[config.mk]
export PLATFORM = sky130hd
export DESIGN_NAME = ball_motion
export DESIGN_NICKNAME = d
export VERILOG_FILES = /design/src/rtl/ball_pkg.sv /design/src/rtl/ball_lfsr.sv /design/src/rtl/ball_motion.sv
export SDC_FILE = /design/constraint.sdc
export NUM_CORES = 1
export LEC_CHECK = 0
export ABC_AREA = 1
export CORE_MARGIN = 2
export CORE_UTILIZATION = 46
export DETAILED_ROUTE_END_ITERATION = 8
export PLACE_DENSITY_LB_ADDON = 0.05
export SLEW_MARGIN = 15
export SYNTH_ARGS = -nofsm -noshare
export SYNTH_HDL_FRONTEND = slang
export SYNTH_HIERARCHICAL = 1
export SYNTH_SLANG_ARGS = --single-unit
[constraint.sdc]
create_clock -name clk -period 1.5 [get_ports clk]
set_input_delay 0.225 -clock clk [delete_from_list [all_inputs] [get_ports clk]]
set_output_delay 0.225 -clock clk [all_outputs]
set_load 0.02 [all_outputs]
[src/rtl/ball_pkg.sv]
// Shared types and geometry for the ball motion controller.
package ball_pkg;

  typedef enum logic [1:0] {
    IDLE  = 2'd0,
    SPAWN = 2'd1,
    MOVE  = 2'd2,
    WAIT  = 2'd3
  } state_t;

  localparam int unsigned SCREEN_W  = 640;
  localparam int unsigned BALL_W    = 8;
  localparam int unsigned SPAWN_COL = SCREEN_W - BALL_W;
  localparam int unsigned POS_W     = 16;
  localparam int unsigned LFSR_W    = 6;

endpackage

[src/rtl/ball_lfsr.sv]
// 6-bit Fibonacci LFSR, polynomial x^6+x^5+1, free-running every clock.
module ball_lfsr
  import ball_pkg::*;
#(
  parameter logic [LFSR_W-1:0] SEED = 6'h01
) (
  input  logic              clk,
  input  logic              rst_n,
  output logic [LFSR_W-1:0] out
);

  // Seed must be non-zero; the all-zero state is a lock-up state.
  always_ff @(posedge clk or negedge rst_n) begin
    if (!rst_n) out <= SEED;
    else        out <= {out[LFSR_W-2:0], out[LFSR_W-1] ^ out[LFSR_W-2]};
  end

endmodule

[src/rtl/ball_motion.sv]
// Per-frame ball position, respawn and scoring controller.
// Optional BALL_SPEEDUP_EN: horizontal step grows by one every 8th scored hit.
module ball_motion
  import ball_pkg::*;
#(
  parameter int unsigned SPAWN_COL      = ball_pkg::SPAWN_COL,
  parameter int unsigned HSPEED         = 2,
  parameter int unsigned VSPEED         = 1,
  parameter int unsigned RESPAWN_FRAMES = 30,
  parameter logic [5:0]  LFSR_SEED      = 6'h01
) (
  input  logic        clk,
  input  logic        rst_n,
  input  logic        frame,
  input  logic        start,
  input  logic        down_ok,
  input  logic        new_ball,
  input  logic [15:0] new_ball_row,
  input  logic        hit,
  output logic [15:0] ball_row,
  output logic [15:0] ball_col,
  output logic [5:0]  rng_row,
  output logic        active,
  output logic        hit_pulse,
  output logic        miss_pulse,
  output logic [7:0]  score
);

  localparam int          CNT_W   = $clog2(RESPAWN_FRAMES + 1);
  localparam logic [15:0] SPAWN_C = 16'(SPAWN_COL);
  localparam logic [15:0] VSTEP   = 16'(VSPEED);

  state_t           state, state_n;
  logic [15:0]      row_n, col_n, step;
  logic [7:0]       score_n;
  logic             hit_latch, hit_latch_n;
  logic [CNT_W-1:0] wait_cnt, wait_cnt_n;
  logic             active_n, hit_pulse_n, miss_pulse_n;

`ifdef BALL_SPEEDUP_EN
  logic [2:0] cur_speed, cur_speed_n;
  assign step = {13'd0, cur_speed};
`else
  assign step = 16'(HSPEED);
`endif

  ball_lfsr #(.SEED(LFSR_SEED)) u_lfsr (
    .clk   (clk),
    .rst_n (rst_n),
    .out   (rng_row)
  );

  always_comb begin
    state_n      = state;
    row_n        = ball_row;
    col_n        = ball_col;
    score_n      = score;
    wait_cnt_n   = wait_cnt;
    hit_pulse_n  = 1'b0;
    miss_pulse_n = 1'b0;
`ifdef BALL_SPEEDUP_EN
    cur_speed_n  = cur_speed;
`endif
    // Frame clears first so a hit coincident with frame counts for the next frame.
    hit_latch_n = hit_latch;
    if (frame)                 hit_latch_n = 1'b0;
    if (hit && state == MOVE)  hit_latch_n = 1'b1;

    case (state)
      IDLE: begin
        col_n = SPAWN_C;
        if (start) state_n = SPAWN;
      end
      SPAWN: begin
        row_n   = new_ball_row;
        col_n   = SPAWN_C;
        state_n = MOVE;
      end
      MOVE: begin
        if (frame) begin
          if (hit_latch) begin
            if (score != 8'hFF) score_n = score + 8'd1;
            hit_pulse_n = 1'b1;
            state_n     = SPAWN;
`ifdef BALL_SPEEDUP_EN
            if (score != 8'hFF && score_n[2:0] == 3'd0 && cur_speed != 3'd7)
              cur_speed_n = cur_speed + 3'd1;
`endif
          end else if (new_ball) begin
            miss_pulse_n = 1'b1;
            wait_cnt_n   = '0;
            state_n      = WAIT;
          end else begin
            col_n = (ball_col > step) ? ball_col - step : 16'd0;
            if (down_ok) row_n = ball_row + VSTEP;
          end
        end
      end
      WAIT: begin
        if (frame) begin
          if (wait_cnt == CNT_W'(RESPAWN_FRAMES - 1)) begin
            wait_cnt_n = '0;
            state_n    = SPAWN;
          end else begin
            wait_cnt_n = wait_cnt + 1'b1;
          end
        end
      end
      default: state_n = IDLE;
    endcase

    active_n = (state_n == MOVE);
  end

  always_ff @(posedge clk or negedge rst_n) begin
    if (!rst_n) begin
      state      <= IDLE;
      ball_row   <= 16'd0;
      ball_col   <= SPAWN_C;
      score      <= 8'd0;
      hit_latch  <= 1'b0;
      wait_cnt   <= '0;
      active     <= 1'b0;
      hit_pulse  <= 1'b0;
      miss_pulse <= 1'b0;
`ifdef BALL_SPEEDUP_EN
      cur_speed  <= 3'(HSPEED);
`endif
    end else begin
      state      <= state_n;
      ball_row   <= row_n;
      ball_col   <= col_n;
      score      <= score_n;
      hit_latch  <= hit_latch_n;
      wait_cnt   <= wait_cnt_n;
      active     <= active_n;
      hit_pulse  <= hit_pulse_n;
      miss_pulse <= miss_pulse_n;
`ifdef BALL_SPEEDUP_EN
      cur_speed  <= cur_speed_n;
`endif
    end
  end

endmodule

## After elaboration in Yosys (flattened, before gate mapping)

Index checks and enable logic that the tools add are counted.

| word-level totals | value |
|---|---|
| logic and storage cells | 71 |
| output and inout port bits | 49 |
| flip-flop bits (word level) | 57 |

| cells by class | value |
|---|---|
| bitwise gates (word level) | 1 |
| order comparisons | 1 |
| reduce and logical (&&, ||, !) cells | 11 |
| equality and inequality tests | 12 |
| multiplexer cells | 32 |
| add/sub/neg operators | 4 |

Operator list:

| cell | number |
|---|---|
| 16-bit 2-to-1 mux | 8 |
| 16-bit one-hot mux with 2 select lines | 2 |
| 5-bit 2-to-1 mux | 5 |
| 16-bit by 1-bit adder with 16-bit output (second input constant) | 1 |
| 16-bit by 2-bit > comparator with 1-bit output (second input constant) | 1 |
| 16-bit by 2-bit subtractor with 16-bit output (second input constant) | 1 |
| 2-bit 2-to-1 mux | 6 |
| 2-bit != test (second input constant) | 6 |
| 5-bit one-hot mux with 2 select lines | 1 |
| 5-bit AND reduction | 2 |
| 1-bit 2-to-1 mux | 9 |
| 8-bit by 1-bit adder with 8-bit output (second input constant) | 1 |
| 8-bit != test (second input constant) | 1 |
| 2-bit one-hot mux with 4 select lines | 1 |
| 4-bit AND reduction | 2 |
| 2-bit nonzero test | 4 |
| 2-bit equality test (second input constant) | 3 |
| 5-bit by 1-bit adder with 5-bit output (second input constant) | 1 |
| 5-bit equality test (second input constant) | 1 |
| 2-bit by 1-bit equality test with 1-bit output (second input constant) | 1 |
| 2-bit zero test | 1 |
| 2-bit OR reduction | 1 |
| 1-bit logical AND | 1 |
| 1-bit XOR | 1 |

## Logic depth before layout (Yosys ltp)

| logic depth | value |
|---|---|
| depth after elaboration | 6 |
| depth in mapped cells | 11 |

## Hierarchy

Netlist, hierarchy kept.

Modules (own cells, without submodules):

| module | instances | sequential area each (µm²) | cells an instance | area each (µm²) |
|---|---|---|---|---|
| ball_motion | 1 | 1,257.5 | 429 | 3,034.2 |
| ball_lfsr | 1 | 151.4 | 11 | 170.2 |

## Worst setup path before layout

No wires, ideal clock.

| path | value |
|---|---|
| path kind | reg2reg |
| from | reg ball_row[0] |
| to | reg ball_row[14] |
| setup time | 0.116 ns |
| cell stages (with the launch flop) | 9 |
| path buffers | 0 |
| required time | 1.384 ns |
| slack | -0.046 ns |
| arrival time | 1.430 ns |
| cells stage by stage | dfrtp_1 ha_1 nand2_1 nor3_1 nand2_1 nand2_1 nand3_1 nand2_1 nand2_1 |

| between the ends | value |
|---|---|
| longest elaborated chain between the ends | 6 |

Ends and longest elaborated chain:

| what | RTL line | source |
|---|---|---|
| start: declaration | ball_motion.sv:20 | `output logic [15:0] ball_row,` |
| start signal: assignment | ball_motion.sv:131 | `ball_row <= row_n;` |
| 16-bit by 1-bit adder with 16-bit output | ball_motion.sv:95 | `if (down_ok) row_n = ball_row + VSTEP;` |
| 16-bit 2-to-1 mux | ball_motion.sv:95 |  |
| 16-bit 2-to-1 mux | ball_motion.sv:89 | `end else if (new_ball) begin` |
| 16-bit 2-to-1 mux | ball_motion.sv:81 | `if (hit_latch) begin` |
| 16-bit 2-to-1 mux | ball_motion.sv:80 | `if (frame) begin` |
| 16-bit one-hot mux with 2 select lines | ball_motion.sv:69 | `case (state)` |

No other way between the ends. The select of a mux whose other input is x is not followed.
A chain may end at the register's enable or synchronous reset.

## Final worst setup path

| path | value |
|---|---|
| from | reg ball_col[9] |
| to | out ball_col[9] |

RTL lines:

| what | RTL line | source |
|---|---|---|
| start: declaration | ball_motion.sv:21 | `output logic [15:0] ball_col,` |
| start signal: assignment | ball_motion.sv:132 | `ball_col <= col_n;` |

No word-level cell between the ends.

==> results.md <==
- Post-layout nets: 581
- Largest net degree at the start of global routing: 57
- Setup Skew: 11.2 ps
- Netlist cell types: 33
- Core Area: 0.00676 mm²
- Die X: 87.5 µm
- Crit Path Category: register to primary output
- Worst path bufs/invs: 1
- Fmax achieved: 687 MHz
- Clk sink count: 56
- Commonest non-fill, non-tap cell in the layout: nand2_1
- DRT antenna net count: 0
- Total inserted antenna cells: 0
- Total Routed Length: 7.83 mm
- Synthesized Nets: 468
- Via count: 3132
- Clock-pin slew on the worst setup and hold paths: 110 ps
- Final instance area: approximately 0.0045 mm²
- Number of placed I/O pins: 72
- CTS HTree Levels: 2
- CP cell instances: clkdlybuf4s15_1
- Syn. warnings: 6
- Status: completed
- Clk buf depth: 2
- Cell Pwr Density: 1500 mW/mm²
- Row count: 30
- Pleak: around 2.4 nW
- Synth-to-layout area growth: 40.4%
- Post-Syn Area: 0.00320 mm²
- Type of origin of the critical path: register
- Share of cells above drive strength 1: 0.186
- Comb pwr share: 0.502
- Most frequent cells in the layout: nand2_1 (123), inv_1 (52), nor2_1 (51)
- Die ar.: 0.00765 mm²
- CTS tree: yes
- CP peak stage delay: 600 ps
- Drt initial violations: 144
- Max stage delay cell, worst path: dfstp_2
- Gr usage total: 0.210
- Post-DP HPWL: 5.71 mm
- Synthesized flop and latch total: 56
- TritonCTS Buffers: 5
- Clock Power Share: 0.128
- Die H: 87.5 µm
- Critical path required time: 1270 ps
- Multi-input logic area: approximately 0.0016 mm²
- Post-Synthesis Mean Instance Area: 7.28 µm²
- Residual DRC: 0
- Final worst-path cycle share: 0.970
- Reg power frac: 0.370
- Final hold vios: 0
- FILL cells: around 590
- Min Tclk post-route: between 1000 and 1500 ps
- Post-synthesis sequential area ratio: 0.440
- Wire per inst: between 10 and 15 µm
- Total power draw: 6.76 mW
- RSZ-0062 raised after global routing: true
- Hold Crit Class: register to register
- Global-route wire length before repair: approximately 13 mm
- Max-slew violation count: 0
- Switch share: 0.443
- Final GP Congestion: 0.846
- Initial Utilization: 0.474
- Cell count after synthesis: 440
- Initial antenna violation count: 0
- Final setup vio count: 0
- Clock latency on the worst-skew pair: 310 ps
- P_sw: 3.00 mW
- Cell internal pwr: 3.76 mW
- Crit Path Max Fanout: 4
- Reg area: 0.00141 mm²
- WP data arrival: 1230 ps
- PortBufs: 70
- Vias in the first global route: 2895
- CTS root buf: clkbuf_8
- Placement Cell Area: 0.00422 mm²
- Max VDD drop: 0.000554 V
- First-pass DRT Iterations: 4
- Final core utilization: 0.666
- Crit. End Element: primary output
- Via/cell ratio: roughly 5
- Maxcap violations: 0
- Delay-heaviest family, CP: flip-flops
- Grt total ovfl: 0
[power by group through the flow]
stage	combinational [mW]	sequential (mW)	clock, mW
after floorplan	1.49	2.87	0
after global placement	3.27	2.50	0
after detailed placement	3.33	2.50	0
after CTS	3.13	2.46	0.898
after global routing	3.80	2.57	0.967
final	3.39	2.50	0.866
[through the flow]
| step | worst slack [ps] | setup TNS (ps) | std cells | hold WS (ps) |
|---|---|---|---|---|
| 4_1_cts | 1.37 | 0 | 623 | 390 |
| 2_1_floorplan | 16.8 | 0 | 440 | -70.6 |
| 3_5_place_dp | -143 | -3260 | 613 | 254 |
| 3_3_place_gp | -119 | -2070 | 613 | 249 |
| 6_report | 45.3 | 0 | 634 | 386 |
| 5_1_grt | -57.1 | -96.1 | 634 | 406 |
[cells in the mapped netlist]
cell type | instances | area share
a21oi_1 | 13 | 0.020
a22oi_1 | 3 | 0.0070
a31oi_1 | 1 | 0.0020
and3_1 | 2 | 0.0039
buf_2 | 2 | 0.0031
buf_4 | 5 | 0.012
buf_6 | 2 | 0.0070
clkbuf_1 | 1 | 0.0012
conb_1 | 1 | 0.0012
dfrtp_1 | 50 | 0.39
dfstp_2 | 6 | 0.049
ha_1 | 5 | 0.020
inv_1 | 54 | 0.063
inv_2 | 4 | 0.0047
nand2_1 | 129 | 0.15
nand2_2 | 3 | 0.0059
nand2_4 | 2 | 0.0070
nand3_1 | 34 | 0.053
nand3b_1 | 2 | 0.0047
nand4_1 | 9 | 0.018
nor2_1 | 59 | 0.069
nor2_2 | 2 | 0.0039
nor2_4 | 3 | 0.011
nor3_1 | 3 | 0.0047
nor3b_1 | 1 | 0.0023
o21ai_0 | 19 | 0.030
o21ai_1 | 6 | 0.0094
o21ai_2 | 1 | 0.0027
o21bai_1 | 2 | 0.0047
o22ai_1 | 5 | 0.0098
or2_2 | 1 | 0.0020
xnor2_1 | 3 | 0.0082
xor2_1 | 7 | 0.019
[state kept, by name, indices dropped and copies added, names as in the netlist]
register	count
miss_pulse	1
hit_pulse	1
wait_cnt	5
active	1
state	2
ball_row	16
ball_col	15
hit_latch	1
u_lfsr/out	6
score	8
[worst paths after layout]
| check | from | end | slack, ps | cells past startpoint |
|---|---|---|---|---|
| hold / removal | u_lfsr/out[1]$_DFF_PN0_ | u_lfsr/out[2]$_DFF_PN0_ | 390 | 0 |
| setup / recovery | ball_col[9]$_DFFE_PN1P_ | ball_col[9] | 50 | 1 |
| setup reg to reg | ball_col[2]$_DFFE_PN0P_ | ball_col[14]$_DFFE_PN0P_ | 50 | 10 |
| hold reg to reg | u_lfsr/out[1]$_DFF_PN0_ | u_lfsr/out[2]$_DFF_PN0_ | 390 | 0 |
| min in group asynchronous | rst_n | ball_row[10]$_DFFE_PN0P_ | 420 | 3 |
| max in group asynchronous | rst_n | u_lfsr/out[0]$_DFF_PN1_ | 770 | 3 |
[cell families (layout without fill, tap and decap cells)]
family,Yosys count,count (layout),share of synthesized area
adders and majority gates,5,5,0.0195
and+or+nand+nor,250,250,0.336
DFF,56,56,0.440
other,1,1,0.00117
buffers and inverters,68,182,0.0910
xor gates and xnor gates,10,10,0.0273
AOI/OAI and AO/OA,50,50,0.0855
[final cells by class]
cell class / instances / area share
Clock buffer: 5 / 0.0153
Clock inverter: 3 / 0.00501
Inverter: 58 / 0.0492
Multi-Input combinational cell: 316 / 0.364
Sequential cell: 56 / 0.314
Tap cell: 80 / 0.0223
Timing Repair Buffer: 116 / 0.230
[routing by layer]
metal,share of wire,wire length (µm),track usage
met2,0.48,3750,0.340
met5,0,0,0
met3,0.045,351,0.0427
met4,0.0060,47,0.0490
met1,0.47,3690,0.291
[timing repair]
action,CTS,global route
hold buffers,1,0
pin swaps,1,13
setup buffers,1,11
gates resized for setup,48,44
hold endpoints to repair,50,0
setup endpoints to repair,49,38
Note: power is estimated with default switching activity, not from simulation.
